**config.mk**
```make
export PLATFORM = sky130hd
export DESIGN_NAME = fft_frame_sequencer
export DESIGN_NICKNAME = d
export VERILOG_FILES = /design/src/rtl/fft_frame_sequencer.sv
export SDC_FILE = /design/constraint.sdc
export NUM_CORES = 1
export LEC_CHECK = 0
export CAP_MARGIN = 20
export CORE_MARGIN = 2
export CORE_UTILIZATION = 40
export DETAILED_ROUTE_END_ITERATION = 12
export PLACE_DENSITY_LB_ADDON = 0.2
export SLEW_MARGIN = 15
export SYNTH_ARGS = -nofsm -noshare
export SYNTH_HDL_FRONTEND = slang
export SYNTH_SLANG_ARGS = --single-unit
export TNS_END_PERCENT = 1
```
**constraint.sdc**
```tcl
create_clock -name clk -period 2.2 [get_ports clk]
set_input_delay 0.66 -clock clk [delete_from_list [all_inputs] [get_ports clk]]
set_output_delay 0.66 -clock clk [all_outputs]
set_load 0.05 [all_outputs]
```
**src/rtl/fft_frame_sequencer.sv**
```systemverilog
// fft_frame_sequencer
//   Cuts the codec sample stream into FFT_LEN-sample blocks for a streaming FFT core.
//   After each block it waits for the core's result eop. It then discards HOLDOFF
//   audio samples before starting the next block, which decimates the spectrum
//   refresh rate.
//
// Ports
//   clk, rst          system clock, synchronous active-high reset
//   enable            1 = start new blocks; 0 = finish the current block, then idle
//   audio_data/valid  PCM sample and its 1-cycle strobe from the codec receiver
//   fft_ready         FFT sink ready
//   fft_src_valid/eop FFT result stream valid / end of result block
//   fft_sink_*        registered sample stream into the FFT core
//   busy              block in flight (FILL or WAIT)
//   frame_done        1-cycle pulse after the result eop is seen
//   timeout_err       sticky, set when the result eop never arrives
//   drop_cnt          saturating count of samples lost inside a block
//
// state  | meaning
// -------+--------------------------------------------------------------
// S_IDLE | no block open; an enabled accepted sample starts one (sop)
// S_FILL | sending the rest of the block; a stall drops the sample
// S_WAIT | block sent; waiting for the result eop or a timeout
// S_HOLD | hold-off; counting discarded audio samples
module fft_frame_sequencer #(
  parameter int FFT_LEN = 128,
  parameter int HOLDOFF = 256,
  parameter int TIMEOUT = 2**20
) (
  input  logic        clk,
  input  logic        rst,
  input  logic        enable,
  input  logic [15:0] audio_data,
  input  logic        audio_valid,
  input  logic        fft_ready,
  input  logic        fft_src_valid,
  input  logic        fft_src_eop,
  output logic        fft_sink_valid,
  output logic        fft_sink_sop,
  output logic        fft_sink_eop,
  output logic [15:0] fft_sink_data,
  output logic        busy,
  output logic        frame_done,
  output logic        timeout_err,
  output logic [15:0] drop_cnt
);

  localparam int IDX_W  = $clog2(FFT_LEN);
  localparam int HOLD_W = (HOLDOFF > 0) ? $clog2(HOLDOFF + 1) : 1;
  localparam int TMR_W  = (TIMEOUT > 1) ? $clog2(TIMEOUT) : 1;

  typedef enum logic [1:0] {S_IDLE, S_FILL, S_WAIT, S_HOLD} state_t;

  state_t             state, state_next;
  logic [IDX_W-1:0]   idx, idx_next;
  logic [HOLD_W-1:0]  hold, hold_next;
  logic [TMR_W-1:0]   timer, timer_next;
  logic               valid_next, sop_next, eop_next;
  logic [15:0]        data_next;
  logic               frame_done_next, timeout_next;
  logic [15:0]        drop_next;
  logic               accept;

  assign accept = audio_valid & fft_ready;
  assign busy   = (state == S_FILL) | (state == S_WAIT);

  always_ff @(posedge clk) begin
    if (rst) begin
      state          <= S_IDLE;
      idx            <= '0;
      hold           <= '0;
      timer          <= '0;
      fft_sink_valid <= 1'b0;
      fft_sink_sop   <= 1'b0;
      fft_sink_eop   <= 1'b0;
      fft_sink_data  <= '0;
      frame_done     <= 1'b0;
      timeout_err    <= 1'b0;
      drop_cnt       <= '0;
    end else begin
      state          <= state_next;
      idx            <= idx_next;
      hold           <= hold_next;
      timer          <= timer_next;
      fft_sink_valid <= valid_next;
      fft_sink_sop   <= sop_next;
      fft_sink_eop   <= eop_next;
      fft_sink_data  <= data_next;
      frame_done     <= frame_done_next;
      timeout_err    <= timeout_next;
      drop_cnt       <= drop_next;
    end
  end

  always_comb begin
    state_next      = state;
    idx_next        = idx;
    hold_next       = hold;
    timer_next      = timer;
    valid_next      = 1'b0;
    sop_next        = 1'b0;
    eop_next        = 1'b0;
    data_next       = fft_sink_data;
    frame_done_next = 1'b0;
    timeout_next    = timeout_err;
    drop_next       = drop_cnt;

    case (state)
      S_IDLE: begin
        if (enable && accept) begin
          valid_next = 1'b1;
          sop_next   = 1'b1;
          data_next  = audio_data;
          idx_next   = IDX_W'(1);
          state_next = S_FILL;
        end
      end

      S_FILL: begin
        // enable is ignored here: a truncated block would corrupt the FFT core.
        if (accept) begin
          valid_next = 1'b1;
          data_next  = audio_data;
          if (idx == IDX_W'(FFT_LEN - 1)) begin
            eop_next   = 1'b1;
            idx_next   = '0;
            // Down-counter holds the WAIT cycles left; terminal count 0 means
            // this is the TIMEOUT-th WAIT cycle.
            timer_next = TMR_W'(TIMEOUT - 1);
            state_next = S_WAIT;
          end else begin
            idx_next = idx + IDX_W'(1);
          end
        end else if (audio_valid && (drop_cnt != 16'hFFFF)) begin
          drop_next = drop_cnt + 16'd1;
        end
      end

      S_WAIT: begin
        // The result eop takes priority over a timeout in the same cycle.
        if (fft_src_valid && fft_src_eop) begin
          frame_done_next = 1'b1;
          if (HOLDOFF == 0) begin
            state_next = S_IDLE;
          end else begin
            hold_next  = HOLD_W'(HOLDOFF);
            state_next = S_HOLD;
          end
        end else if (timer == '0) begin
          timeout_next = 1'b1;
          state_next   = S_IDLE;
        end else begin
          timer_next = timer - TMR_W'(1);
        end
      end

      S_HOLD: begin
        if (audio_valid) begin
          hold_next = hold - HOLD_W'(1);
          if (hold == HOLD_W'(1)) state_next = S_IDLE;
        end
      end

      default: state_next = S_IDLE;
    endcase
  end

endmodule

```
==> flow_summary_export.csv, run 1 <==
group,metric,value,unit
clock_tree,cts.path.max_buffers,2,
clock_tree,clock_latency,0.35,ns
final_layout,diodes,0,
sta,max-slew-margin-rel,63.44,%
place,buffers_on_ports,60,
power,fin_total_pwr,0.006037,W
logic_synthesis,ys.warnings.count,0,
power,clockPowerShare,17.5,%
routing,routed_wire_length_per_instance,13.82,µm
setup_path,critical_path_endpoint_category,"flip-flop",
logic_synthesis,synth_top_area_cell,"dfxtp_1",
routing,via_per_inst,5.384,
logic_synthesis,synth_async_sr_flop_share,0,%
sta,max_slew.worst_pin.slew,0.5483,ns
global_route,grt_antenna_before_repair,0,
floorplanning,std_cell_rows,35,
logic_synthesis,total_of_flip_flops_plus_latches_after_synthesis,75,
logic_synthesis,synth.net_count,478,
setup_path,r2r.worst_path.cells,7,
logic_synthesis,synth_enable_flop_cells,0,
final_layout,fillers,814,
sta,min_period_over_period,98.38,%
place,postPlaceCellArea,4868,µm²
final_layout,area_growth_syn_to_layout,35.78,%
clock_tree,cts_hold_buffers,0,
floorplanning,core_region_area,9240,µm²
power,power_per_standard_cell_area,1171,nW/µm²
global_route,grt_overflow,0,
routing,drt_first_iter_violations,140,
routing,routed_wl,9387,µm
final_layout,final_cell_area,5156,µm²
clock_tree,clock_tree.htree_level_count,3,
sta,slew_violations,0,
setup_path,setup.worst_path.class,"in2reg",
clock_tree,post_cts_buffers,0,
final_layout,finalNetCount,578,
sta,hold_viol_final,0,
logic_synthesis,synth_cells,445,
floorplanning,die_footprint,10290,µm²
global_route,grt_start_max_net_pins,31,
run_status,status,"finished, final reports clean",
power,internal_power,0.003601,W
sta,fmax,462.0,MHz
logic_synthesis,syn_area_per_cell,8.533,µm²
sta,unrepaired_setup_endpoints_after_global_routing,"true",
setup_path,worstSetupStartpointType,"input port",
power,vdd.ir_drop.worst,541.5,µV
setup_path,ff2ff_setup_slack,0.11,ns
global_route,number_of_global_route_vias_before_repair,3369,
floorplanning,initial_utilization,41.10,%
floorplanning,die_height,101.4,µm
global_route,wire_length_of_the_first_global_routing_pass,16010,µm
logic_synthesis,yosys.cell_types.count,60,
setup_path,crit_arrival,2.44,ns
logic_synthesis,synthesis.area,3797,µm²
power,power.static_leakage,2.089,nW
logic_synthesis,synth_flop_cell,"dfxtp_1",
routing,post-route-drc-count,0,
final_layout,layout_commonest_cell,"dfxtp_1",
logic_synthesis,synth_top_cell_area_share,39.54,%
setup_path,worst-path-max-fanout,5,
routing,pre_repair_dr_iteration_count,5,
setup_path,cp_data_required_time,2.48,ns
sta,setup_tns,0,ns
power,switchingPower,0.002435,W
floorplanning,top_level_ports,61,
final_layout,ratio_of_cells_with_drive_above_1_in_the_final_layout,22.00,%
clock_tree,cts.clk_slew.worst_paths,0.08,ns
place,hpwl,6717,µm
global_route,grt_util_all_layers,19.14,%
sta,worst_case_setup_margin_in_the_final_layout,0.03571,ns
final_layout,most-common-layout-cells,"dfxtp_1, buf_4, nor2_1",
place,pre_cts_ws,-0.4435,ns
sta,finalClockSkew,0.007677,ns
hold_path,whs_path_depth,2,
clock_tree,cts_tree,"done",
final_layout,finish.utilization,55.80,%
power,combPwrFrac,53.1,%
routing,drtAntennaViolNets,0,
clock_tree,ctsRootBufferMaster,"clkbuf_8",
sta,report.final.setup_viol,0,
hold_path,worst_hold_path_type,"reg2reg",
floorplanning,width_of_the_die,101.4,µm
power,pwr-share-seq,29.3,%
routing,vias,3656,
place,globalplace.congestion,0.8204,
job,timing.max_cap.violations,0,
sta,timing.final.crit_period,2.164,ns
power,netSwitchingFraction,40.34,%
logic_synthesis,synth-seq-area-share,39.54,%
logic_synthesis,synth.area.top_cells,"dfxtp_1, a211oi_1, nor2_1, nand2_1, a21oi_1",
clock_tree,cts_made_buffers,9,
clock_tree,cts.sink_count,75,
## layer usage
layer	GRT usage [%]	part of all wire, %
met3	4.486	5.4
met5	0	0
met2	29.85	47
met4	6.445	1.5
met1	26.14	46
## power groups by stage
stage / Sequential, W / Clock [W] / Combinational [W]
floorplan: 0.00187 / 0 / 0.00188
global placement: 0.00178 / 0 / 0.00309
detailed placement: 0.00179 / 0 / 0.00315
CTS: 0.00177 / 0.00110 / 0.00316
global route: 0.00180 / 0.00115 / 0.00353
finish: 0.00177 / 0.00106 / 0.00321
## cells by family (layout without fill, tap and decap cells)
kind of cell	after synthesis	after routing	share of synthesized area (%)
compound gates	100	100	18.72
xor+xnor	19	19	4.382
fa+ha+maj	10	10	3.295
buf+inv	37	142	4.316
flops	75	75	39.54
mux	2	2	0.5601
simple gates	202	202	29.19
## sequential cells by signal, summed over array words and instances, names as in the netlist
signal	count
timeout_err	1
state	2
fft_sink_valid	1
fft_sink_sop	1
drop_cnt	16
fft_sink_eop	1
fft_sink_data	16
hold	9
frame_done	1
timer	20
idx	7
## worst paths after layout
check              startpoint               end
max                 fft_ready          timer[3]
min          fft_sink_data[0]  fft_sink_data[0]
max reg2reg            idx[1]          timer[3]
min reg2reg  fft_sink_data[0]  fft_sink_data[0]
## stage by stage
stage,hold slack [ns],instances
finish,0.4552,679
floorplan,0.4399,445
CTS,0.4591,679
global placement,0.4416,663
detailed placement,0.4475,663
global route,0.4709,679
## critical path, stage by stage
cell             delay, ns
clkdlybuf4s50_1       0.49
nand2_2               0.10
o31ai_4               0.22
nand3_2               0.13
buf_4                 0.18
or4_1                 0.50
a31oi_1               0.16
## layout make-up
class	count	area [µm²]	area share (%)
Sequential cell	75	1501	29.12
Clock inverter	6	65.06	1.262
Clock buffer	10	127.6	2.475
Timing Repair Buffer	112	1054	20.43
Inverter	14	52.55	1.019
Multi-Input combinational cell	333	2195	42.56
Tap cell	129	161.4	3.130
## cell usage after synthesis, drive strengths merged (9+ instances only)
master / count
inv: 14
ha: 10
nor2: 48
a211oi: 27
nor3: 11
nand3: 21
or4: 10
dfxtp: 75
a31oi: 9
clkbuf: 13
nor4: 21
buf: 10
nand2: 44
a21oi: 29
xnor2: 13
## repair_timing
action                     4_1_cts  5_1_grt
setup endpoints to repair        6       36
pin swaps                        1        1
gates resized for setup          3       30
No activity file was read; power rests on OpenSTA's default activity.
==> run 2: changes to the inputs <==
- CAP_MARGIN: 20 -> not set
==> results of run 2 <==
Final layout, timing and power as in run 1 (identical DEF).
